==> src/rtl/alu_hs.sv <==
// ---------------------------------------------------------------------------
// alu_hs -- handshaked, parametrised ALU with an iterative shift-add multiplier
//
// Operands and opcode are accepted on a valid/ready handshake. Single-cycle
// operations write the result register on the accepting edge. MUL runs a
// WIDTH-iteration shift-add loop, which stalls the input side while it runs.
// The result and status flags are held in registers until the consumer
// takes them with out_ready.
//
// Parameters:
//   WIDTH  operand/result width (>= 4, power of two)
//   SHW    shift-amount width, taken from b[SHW-1:0]
//
// Ports:
//   clock      rising-edge clock
//   reset_n    asynchronous active-low reset
//   in_valid   operands/opcode valid
//   in_ready   block accepts an operation this cycle
//   op         4-bit opcode
//   a, b       operands
//   out_valid  result register holds an unconsumed result
//   out_ready  consumer accepts the result
//   result     registered result
//   zero       result == 0
//   carry      ADD carry-out / SUB borrow, 0 otherwise
//   overflow   signed overflow for ADD/SUB, 0 otherwise
//   negative   result MSB
//   illegal    opcode of the held result was undefined
//   busy       multiplier iterating
// ---------------------------------------------------------------------------
module alu_hs #(
  parameter int WIDTH = 16,
  parameter int SHW   = $clog2(WIDTH)
) (
  input  logic             clock,
  input  logic             reset_n,
  input  logic             in_valid,
  output logic             in_ready,
  input  logic [3:0]       op,
  input  logic [WIDTH-1:0] a,
  input  logic [WIDTH-1:0] b,
  output logic             out_valid,
  input  logic             out_ready,
  output logic [WIDTH-1:0] result,
  output logic             zero,
  output logic             carry,
  output logic             overflow,
  output logic             negative,
  output logic             illegal,
  output logic             busy
);

  localparam logic [3:0] OP_AND  = 4'b0000;
  localparam logic [3:0] OP_OR   = 4'b0001;
  localparam logic [3:0] OP_ADD  = 4'b0010;
  localparam logic [3:0] OP_XOR  = 4'b0011;
  localparam logic [3:0] OP_SLL  = 4'b0100;
  localparam logic [3:0] OP_SRL  = 4'b0101;
  localparam logic [3:0] OP_SUB  = 4'b0110;
  localparam logic [3:0] OP_SLT  = 4'b0111;
  localparam logic [3:0] OP_SRA  = 4'b1000;
  localparam logic [3:0] OP_SLTU = 4'b1001;
  localparam logic [3:0] OP_MUL  = 4'b1010;
  localparam logic [3:0] OP_NOR  = 4'b1011;

  localparam int             CW       = $clog2(WIDTH);
  localparam logic [CW-1:0]  CNT_LAST = CW'(WIDTH - 1);

  typedef enum logic [0:0] {
    S_IDLE = 1'b0,
    S_MUL  = 1'b1
  } state_t;

  // -------------------------------------------------------------------------
  // State
  // -------------------------------------------------------------------------
  state_t           state_reg,     state_next;
  logic             out_valid_reg, out_valid_next;
  logic [WIDTH-1:0] result_reg,    result_next;
  logic             zero_reg,      zero_next;
  logic             carry_reg,     carry_next;
  logic             overflow_reg,  overflow_next;
  logic             negative_reg,  negative_next;
  logic             illegal_reg,   illegal_next;
  logic [WIDTH-1:0] mcand_reg,     mcand_next;
  logic [WIDTH-1:0] mplier_reg,    mplier_next;
  logic [WIDTH-1:0] acc_reg,       acc_next;
  logic [CW-1:0]    cnt_reg,       cnt_next;

  // -------------------------------------------------------------------------
  // Single-cycle datapath
  // -------------------------------------------------------------------------
  logic [WIDTH-1:0] and_bits, or_bits, xor_bits, nor_bits;
  logic [WIDTH:0]   sum_ext, diff_ext;
  logic [SHW-1:0]   shamt;
  logic [WIDTH-1:0] alu_res;
  logic             alu_carry, alu_ovf, alu_ill;

  genvar gi;
  generate
    for (gi = 0; gi < WIDTH; gi++) begin : g_bitwise
      assign and_bits[gi] = a[gi] & b[gi];
      assign or_bits[gi]  = a[gi] | b[gi];
      assign xor_bits[gi] = a[gi] ^ b[gi];
      assign nor_bits[gi] = ~(a[gi] | b[gi]);
    end
  endgenerate

  // One extra bit on each side captures ADD carry-out and SUB borrow; the
  // borrow bit doubles as the unsigned less-than result.
  assign sum_ext  = {1'b0, a} + {1'b0, b};
  assign diff_ext = {1'b0, a} - {1'b0, b};
  assign shamt    = b[SHW-1:0];

  always_comb begin
    alu_res   = '0;
    alu_carry = 1'b0;
    alu_ovf   = 1'b0;
    alu_ill   = 1'b0;
    case (op)
      OP_AND:  alu_res = and_bits;
      OP_OR:   alu_res = or_bits;
      OP_XOR:  alu_res = xor_bits;
      OP_NOR:  alu_res = nor_bits;
      OP_ADD: begin
        alu_res   = sum_ext[WIDTH-1:0];
        alu_carry = sum_ext[WIDTH];
        // Same-sign operands producing a different-sign sum.
        alu_ovf   = (a[WIDTH-1] == b[WIDTH-1]) && (sum_ext[WIDTH-1] != a[WIDTH-1]);
      end
      OP_SUB: begin
        alu_res   = diff_ext[WIDTH-1:0];
        alu_carry = diff_ext[WIDTH];
        // Opposite-sign operands where the difference takes b's sign.
        alu_ovf   = (a[WIDTH-1] != b[WIDTH-1]) && (diff_ext[WIDTH-1] != a[WIDTH-1]);
      end
      OP_SLT:  alu_res = {{(WIDTH-1){1'b0}}, ($signed(a) < $signed(b))};
      OP_SLTU: alu_res = {{(WIDTH-1){1'b0}}, diff_ext[WIDTH]};
      OP_SLL:  alu_res = a << shamt;
      OP_SRL:  alu_res = a >> shamt;
      OP_SRA:  alu_res = $unsigned($signed(a) >>> shamt);
      OP_MUL:  alu_res = '0;  // handled by the iterative multiplier
      default: alu_ill = 1'b1;
    endcase
  end

  // -------------------------------------------------------------------------
  // Multiplier step: conditional add of the shifted multiplicand
  // -------------------------------------------------------------------------
  logic [WIDTH-1:0] acc_step;
  assign acc_step = acc_reg + (mplier_reg[0] ? mcand_reg : '0);

  // -------------------------------------------------------------------------
  // Handshake
  // -------------------------------------------------------------------------
  logic accept;
  assign in_ready = (state_reg == S_IDLE) && (!out_valid_reg || out_ready);
  assign accept   = in_valid && in_ready;

  // -------------------------------------------------------------------------
  // Next-state logic
  // -------------------------------------------------------------------------
  always_comb begin
    state_next     = state_reg;
    // A consumed result drops out_valid unless a new one loads this edge.
    out_valid_next = out_ready ? 1'b0 : out_valid_reg;
    result_next    = result_reg;
    zero_next      = zero_reg;
    carry_next     = carry_reg;
    overflow_next  = overflow_reg;
    negative_next  = negative_reg;
    illegal_next   = illegal_reg;
    mcand_next     = mcand_reg;
    mplier_next    = mplier_reg;
    acc_next       = acc_reg;
    cnt_next       = cnt_reg;

    case (state_reg)
      S_IDLE: begin
        if (accept) begin
          if (op == OP_MUL) begin
            mcand_next  = a;
            mplier_next = b;
            acc_next    = '0;
            cnt_next    = '0;
            state_next  = S_MUL;
          end else begin
            result_next    = alu_res;
            zero_next      = (alu_res == '0);
            carry_next     = alu_carry;
            overflow_next  = alu_ovf;
            negative_next  = alu_res[WIDTH-1];
            illegal_next   = alu_ill;
            out_valid_next = 1'b1;
          end
        end
      end
      S_MUL: begin
        acc_next    = acc_step;
        mcand_next  = mcand_reg << 1;
        mplier_next = mplier_reg >> 1;
        cnt_next    = cnt_reg + 1'b1;
        // Final iteration: publish the product on the same edge.
        if (cnt_reg == CNT_LAST) begin
          result_next    = acc_step;
          zero_next      = (acc_step == '0);
          carry_next     = 1'b0;
          overflow_next  = 1'b0;
          negative_next  = acc_step[WIDTH-1];
          illegal_next   = 1'b0;
          out_valid_next = 1'b1;
          state_next     = S_IDLE;
        end
      end
      default: state_next = S_IDLE;
    endcase
  end

  // -------------------------------------------------------------------------
  // Registers
  // -------------------------------------------------------------------------
  always_ff @(posedge clock or negedge reset_n) begin
    if (!reset_n) begin
      state_reg     <= S_IDLE;
      out_valid_reg <= 1'b0;
      result_reg    <= '0;
      zero_reg      <= 1'b1;
      carry_reg     <= 1'b0;
      overflow_reg  <= 1'b0;
      negative_reg  <= 1'b0;
      illegal_reg   <= 1'b0;
      mcand_reg     <= '0;
      mplier_reg    <= '0;
      acc_reg       <= '0;
      cnt_reg       <= '0;
    end else begin
      state_reg     <= state_next;
      out_valid_reg <= out_valid_next;
      result_reg    <= result_next;
      zero_reg      <= zero_next;
      carry_reg     <= carry_next;
      overflow_reg  <= overflow_next;
      negative_reg  <= negative_next;
      illegal_reg   <= illegal_next;
      mcand_reg     <= mcand_next;
      mplier_reg    <= mplier_next;
      acc_reg       <= acc_next;
      cnt_reg       <= cnt_next;
    end
  end

  assign out_valid = out_valid_reg;
  assign result    = result_reg;
  assign zero      = zero_reg;
  assign carry     = carry_reg;
  assign overflow  = overflow_reg;
  assign negative  = negative_reg;
  assign illegal   = illegal_reg;
  assign busy      = (state_reg == S_MUL);

endmodule

==> config.mk <==
export PLATFORM = sky130hd
export DESIGN_NAME = alu_hs
export DESIGN_NICKNAME = d
export VERILOG_FILES = /design/src/rtl/alu_hs.sv
export SDC_FILE = /design/constraint.sdc
export NUM_CORES = 1
export LEC_CHECK = 0
export BUFFER_PORTS_ARGS = -buffer_cell sky130_fd_sc_hd__buf_2
export CORE_MARGIN = 2
export CORE_UTILIZATION = 60
export CTS_CLUSTER_SIZE = 16
export DETAILED_ROUTE_END_ITERATION = 8
export PLACE_DENSITY_LB_ADDON = 0.08
export SYNTH_ARGS = -nofsm -noshare
export SYNTH_HDL_FRONTEND = slang
export SYNTH_SLANG_ARGS = --single-unit
export TNS_END_PERCENT = 100
==> constraint.sdc <==
create_clock -name clock -period 6.9 [get_ports clock]
set_clock_uncertainty 0.05 [all_clocks]
set_input_delay 1.38 -clock clock [delete_from_list [all_inputs] [get_ports clock]]
set_output_delay 1.38 -clock clock [all_outputs]
set_load 0.02 [all_outputs]
==> impl_summary.log <==
[metrics] result of the run: complete, no violations
[metrics] Area growth syn-to-layout: 7.38%
[metrics] crit share post-route: 76.1%
[metrics] detailed placement HPWL: 22.1 mm
[metrics] top cells by area in the synthesized netlist: sky130_fd_sc_hd__dfrtp_1 22%, sky130_fd_sc_hd__ha_1 10%, sky130_fd_sc_hd__nor2_1 6.4%, sky130_fd_sc_hd__o21ai_0 5.4%, sky130_fd_sc_hd__nand2_1 5.1%
[metrics] static power due to leakage: 3.83 nW
[metrics] number of flip-flops and latches in the synthesized netlist: 74
[metrics] Max Clk Rate: 190 MHz
[metrics] total setup violations reported at the end of the flow: 0
[metrics] Placement Rows: 42
[metrics] share of cell area taken by muxes after synthesis: 7.02%
[metrics] library cell used as clock root buffer: sky130_fd_sc_hd__clkbuf_16
[metrics] area share of the leading cell type in the synthesized netlist: 22.1%
[metrics] unrepaired setup endpoints after global routing: no
[metrics] leading area contributor after synthesis: sky130_fd_sc_hd__dfrtp_1
[metrics] sequential share of power: 23.8%
[metrics] Ant. Diodes: 0
[metrics] post-synthesis share of cell area spent on full adders, half adders and majority gates: 11.2%
[metrics] async set or reset register ratio after synthesis: 100%
[metrics] die area: 0.0147 mm²
[metrics] mapped cell area: 0.00827 mm²
[metrics] clock-pin slew on the worst setup and hold paths: 0.06 ns
[metrics] Total Negative Setup Slacks: 0 ns
[metrics] Gate Count Post-Synth: 1101
[metrics] hold path startpoint: result[12]
[metrics] number of distinct library cells after synthesis: 84
[metrics] Compound-Gate Fraction of Synth Area: 28.4%
[metrics] maximum number of pins on one net before global-route repair: 71
[metrics] all-layer global routing usage: 41.2%
[metrics] post-CTS resize count: 0
[metrics] Setup Crit Path Kind: in2reg
[metrics] final critical-path setup slack: 1.65 ns
[metrics] worst reg2reg endpoint: zero
[metrics] final estimated routing congestion in global placement: 1.04
[metrics] critical path required time: 7.13 ns
[metrics] fraction of power spent switching nets: 49.4%
[metrics] via count of the first global-routing pass: 8059
[metrics] slew at the pin closest to its max-slew limit: 1.22 ns
[metrics] latest clock arrival within the worst-skew pair: 0.36 ns
[metrics] Pre-Repair DR Iteration Count: 6
[metrics] Worst slew margin: 18.5%
[metrics] number of buffers inserted by hold repair at cts: 0
[metrics] remaining global-route overflow: 0
[metrics] power per cell area: 374 mW/mm²
[metrics] post-detailed-route via-to-cell ratio: 6.97
[metrics] clock tree from TritonCTS: done
[metrics] global-route wire length before repair: 46.1 mm
[metrics] Die Ht: 121 µm
[metrics] kind of start point of the critical path: input pin
[metrics] drt wl/cell: 23.3 µm
[metrics] via count: 9004
[metrics] count of final max-slew check failures: 0
[metrics] worst reg-to-reg setup slack: 3.14 ns
[metrics] Synth Flop Type: sky130_fd_sc_hd__dfrtp_1
[metrics] dpl ws: 1.52 ns
[metrics] number of maximum-capacitance constraint violations: 0
[metrics] synthesized area divided by synthesized cell count: 7.51 µm²
[metrics] post-layout net count: 1223
[metrics] DRT iter0 DRCs: 1239
[metrics] I/O pin total: 64
[metrics] switching power of the nets: 0.00164 W
[metrics] post-route ant nets: 0
[metrics] launch point of the worst reg-to-reg path: mplier_reg[0]
[metrics] min-delay worst type: reg2reg
[metrics] dominant combinational cell family by area after synthesis: compound AO/OA/AOI/OAI gates
[metrics] remaining design rule violation count: 0
[metrics] clock period minus worst slack: 5.25 ns
[metrics] Yosys warning count: 0
[metrics] area share of xor/xnor cells in the synthesized design: 1.80%
[metrics] Worst Setup End Kind: flip-flop
[metrics] endpoint with the worst hold slack: result[12]
[metrics] maximum level of the CTS H-tree: 3
[metrics] core area: 0.0133 mm²
[metrics] proportion of layout cells with a drive suffix above 1: 10.9%
[metrics] sequential element share of the synthesized area: 22.4%
[metrics] combinational cell fraction of total power: 60.6%
[metrics] TritonCTS Sinks: 74
[metrics] wire length reported by the detailed router: 30.1 mm
[metrics] initial antenna violation count: 0
[metrics] Mapped Nets: 1213
[metrics] Register-to-Register Path Depth: 12
[metrics] Final Hold Fails: 0
[metrics] Die Width: 121 µm
[metrics] TritonCTS buffer count: 9
[metrics] cell internal power dissipation: 0.00168 W
[metrics] depth of the worst hold-timing path: 2
[metrics] signal arrival time at the worst endpoint: 5.48 ns
[metrics] number of flops mapped to enable cells by yosys: 0
[metrics] Initial Util: 62.0%
[metrics] Crit Path Max Fanout: 46
[metrics] share of synthesized cell area in and, or, nand and nor gates: 22.9%
[metrics] Post-CTS Repair Setup Buffers: 0
[metrics] Peak VDD IR: 0.571 mV
[metrics] count of buffers from port buffering: 63
[metrics] buffers from clock root to sink, at most: 2
[metrics] clock network power share: 15.6%
power by group through the flow:
| stage | clock network, W | logic, W | registers [W] |
|---|---|---|---|
| 2_1_floorplan | 0 | 0.00137 | 0.000816 |
| 3_3_place_gp | 0 | 0.00191 | 0.000786 |
| 3_5_place_dp | 0 | 0.00195 | 0.000790 |
| 4_1_cts | 0.000526 | 0.00197 | 0.000785 |
| 5_1_grt | 0.000539 | 0.00221 | 0.000809 |
| 6_report | 0.000519 | 0.00201 | 0.000790 |
synth_stat cells (9+ instances only):
library cell and number:
sky130_fd_sc_hd__nand3_1 18, sky130_fd_sc_hd__nand2_1 112, sky130_fd_sc_hd__and2_1 24, sky130_fd_sc_hd__ha_1 69, sky130_fd_sc_hd__or3_1 9, sky130_fd_sc_hd__a21o_1 9, sky130_fd_sc_hd__mux2i_1 31, sky130_fd_sc_hd__o21ai_0 89
sky130_fd_sc_hd__o211ai_1 13, sky130_fd_sc_hd__nor4_1 9, sky130_fd_sc_hd__mux2_2 10, sky130_fd_sc_hd__o21bai_1 9, sky130_fd_sc_hd__a211oi_1 18, sky130_fd_sc_hd__dfrtp_1 73, sky130_fd_sc_hd__a21oi_1 80, sky130_fd_sc_hd__inv_1 54
sky130_fd_sc_hd__nand2b_1 16, sky130_fd_sc_hd__nor2_1 142, sky130_fd_sc_hd__o22ai_1 39, sky130_fd_sc_hd__nor3_1 27, sky130_fd_sc_hd__buf_2 17, sky130_fd_sc_hd__xnor2_1 10, sky130_fd_sc_hd__clkbuf_1 47
cell families after synthesis:
group	after synthesis
flip-flops	74
XOR/XNOR	17
AO/OA/AOI/OAI	359
adder cells (fa/ha/maj)	72
buffers and inverters	128
AND/OR/NAND/NOR	403
multiplexers	48
worst max-delay path by stage:
| stage | from | end | slack (ns) |
|---|---|---|---|
| after floorplan | b[1] | zero | 2.34 |
| after global placement | b[2] | zero | 1.59 |
| after detailed placement | b[2] | zero | 1.52 |
| after CTS | b[2] | zero | 1.88 |
| after global routing | b[2] | zero | 1.44 |
| final | b[2] | zero | 1.65 |
layout by cell type, fill, tap and decap left out, drive strengths merged, types with 8 or more instances in the layout:
cell,instances
o22ai,39
nor4,9
inv,55
nand2,112
nor2,143
nor3,27
a2111oi,10
o211ai,14
and2,24
nand3,18
ha,69
or3,10
mux2i,32
mux2,10
a22oi,8
a21oi,80
o21ai,91
clkbuf,10
a211oi,18
dfrtp,73
nand2b,16
a21o,9
buf,72
o21bai,9
xnor2,10
a31oi,8
area by class of cell:
cell class                      instances  area [µm²]
Clock buffer                           10         229
Clock inverter                          6        90.1
Fill cell                            1237        4470
Inverter                               55         206
Multi-Input combinational cell        899        5900
Sequential cell                        74        1850
Tap cell                              176         220
Timing Repair Buffer                   72         385
per-layer routing:
| layer | track usage (%) | wire, µm | up-vias |
|---|---|---|---|
| met4 | 15.0 | 1090 | 0 |
| met1 | 59.2 | 12600 | 4273 |
| met2 | 60.3 | 12700 | 615 |
| met5 | 0 | 0 | - |
| met3 | 9.26 | 3750 | 77 |
| li1 | - | - | 4039 |
worst max-delay path: stages:
cell,delay [ns]
sky130_fd_sc_hd__buf_2,0.63
sky130_fd_sc_hd__inv_1,0.55
sky130_fd_sc_hd__ha_1,0.49
sky130_fd_sc_hd__o21ai_0,0.32
sky130_fd_sc_hd__o21bai_1,0.19
sky130_fd_sc_hd__o31ai_1,0.52
sky130_fd_sc_hd__a21oi_1,0.16
sky130_fd_sc_hd__a2111oi_0,0.48
sky130_fd_sc_hd__o32ai_1,0.17
sky130_fd_sc_hd__and4bb_1,0.31
sky130_fd_sc_hd__nand4_1,0.11
sky130_fd_sc_hd__o211ai_2,0.15
per-stage QoR:
step / hold slack, ns / util (%) / cells / cell area [µm²] / total power [W]
3_5_place_dp: 0.413 / 64.1 / 1276 / 8560 / 0.00274
5_1_grt: 0.454 / 66.5 / 1292 / 8880 / 0.00356
3_3_place_gp: 0.408 / 64.1 / 1276 / 8560 / 0.00270
4_1_cts: 0.426 / 66.5 / 1292 / 8880 / 0.00328
2_1_floorplan: 0.402 / - / 1101 / 8270 / 0.00219
6_report: 0.419 / 66.5 / 1292 / 8880 / 0.00332
Power figures use the tool's default switching activity.
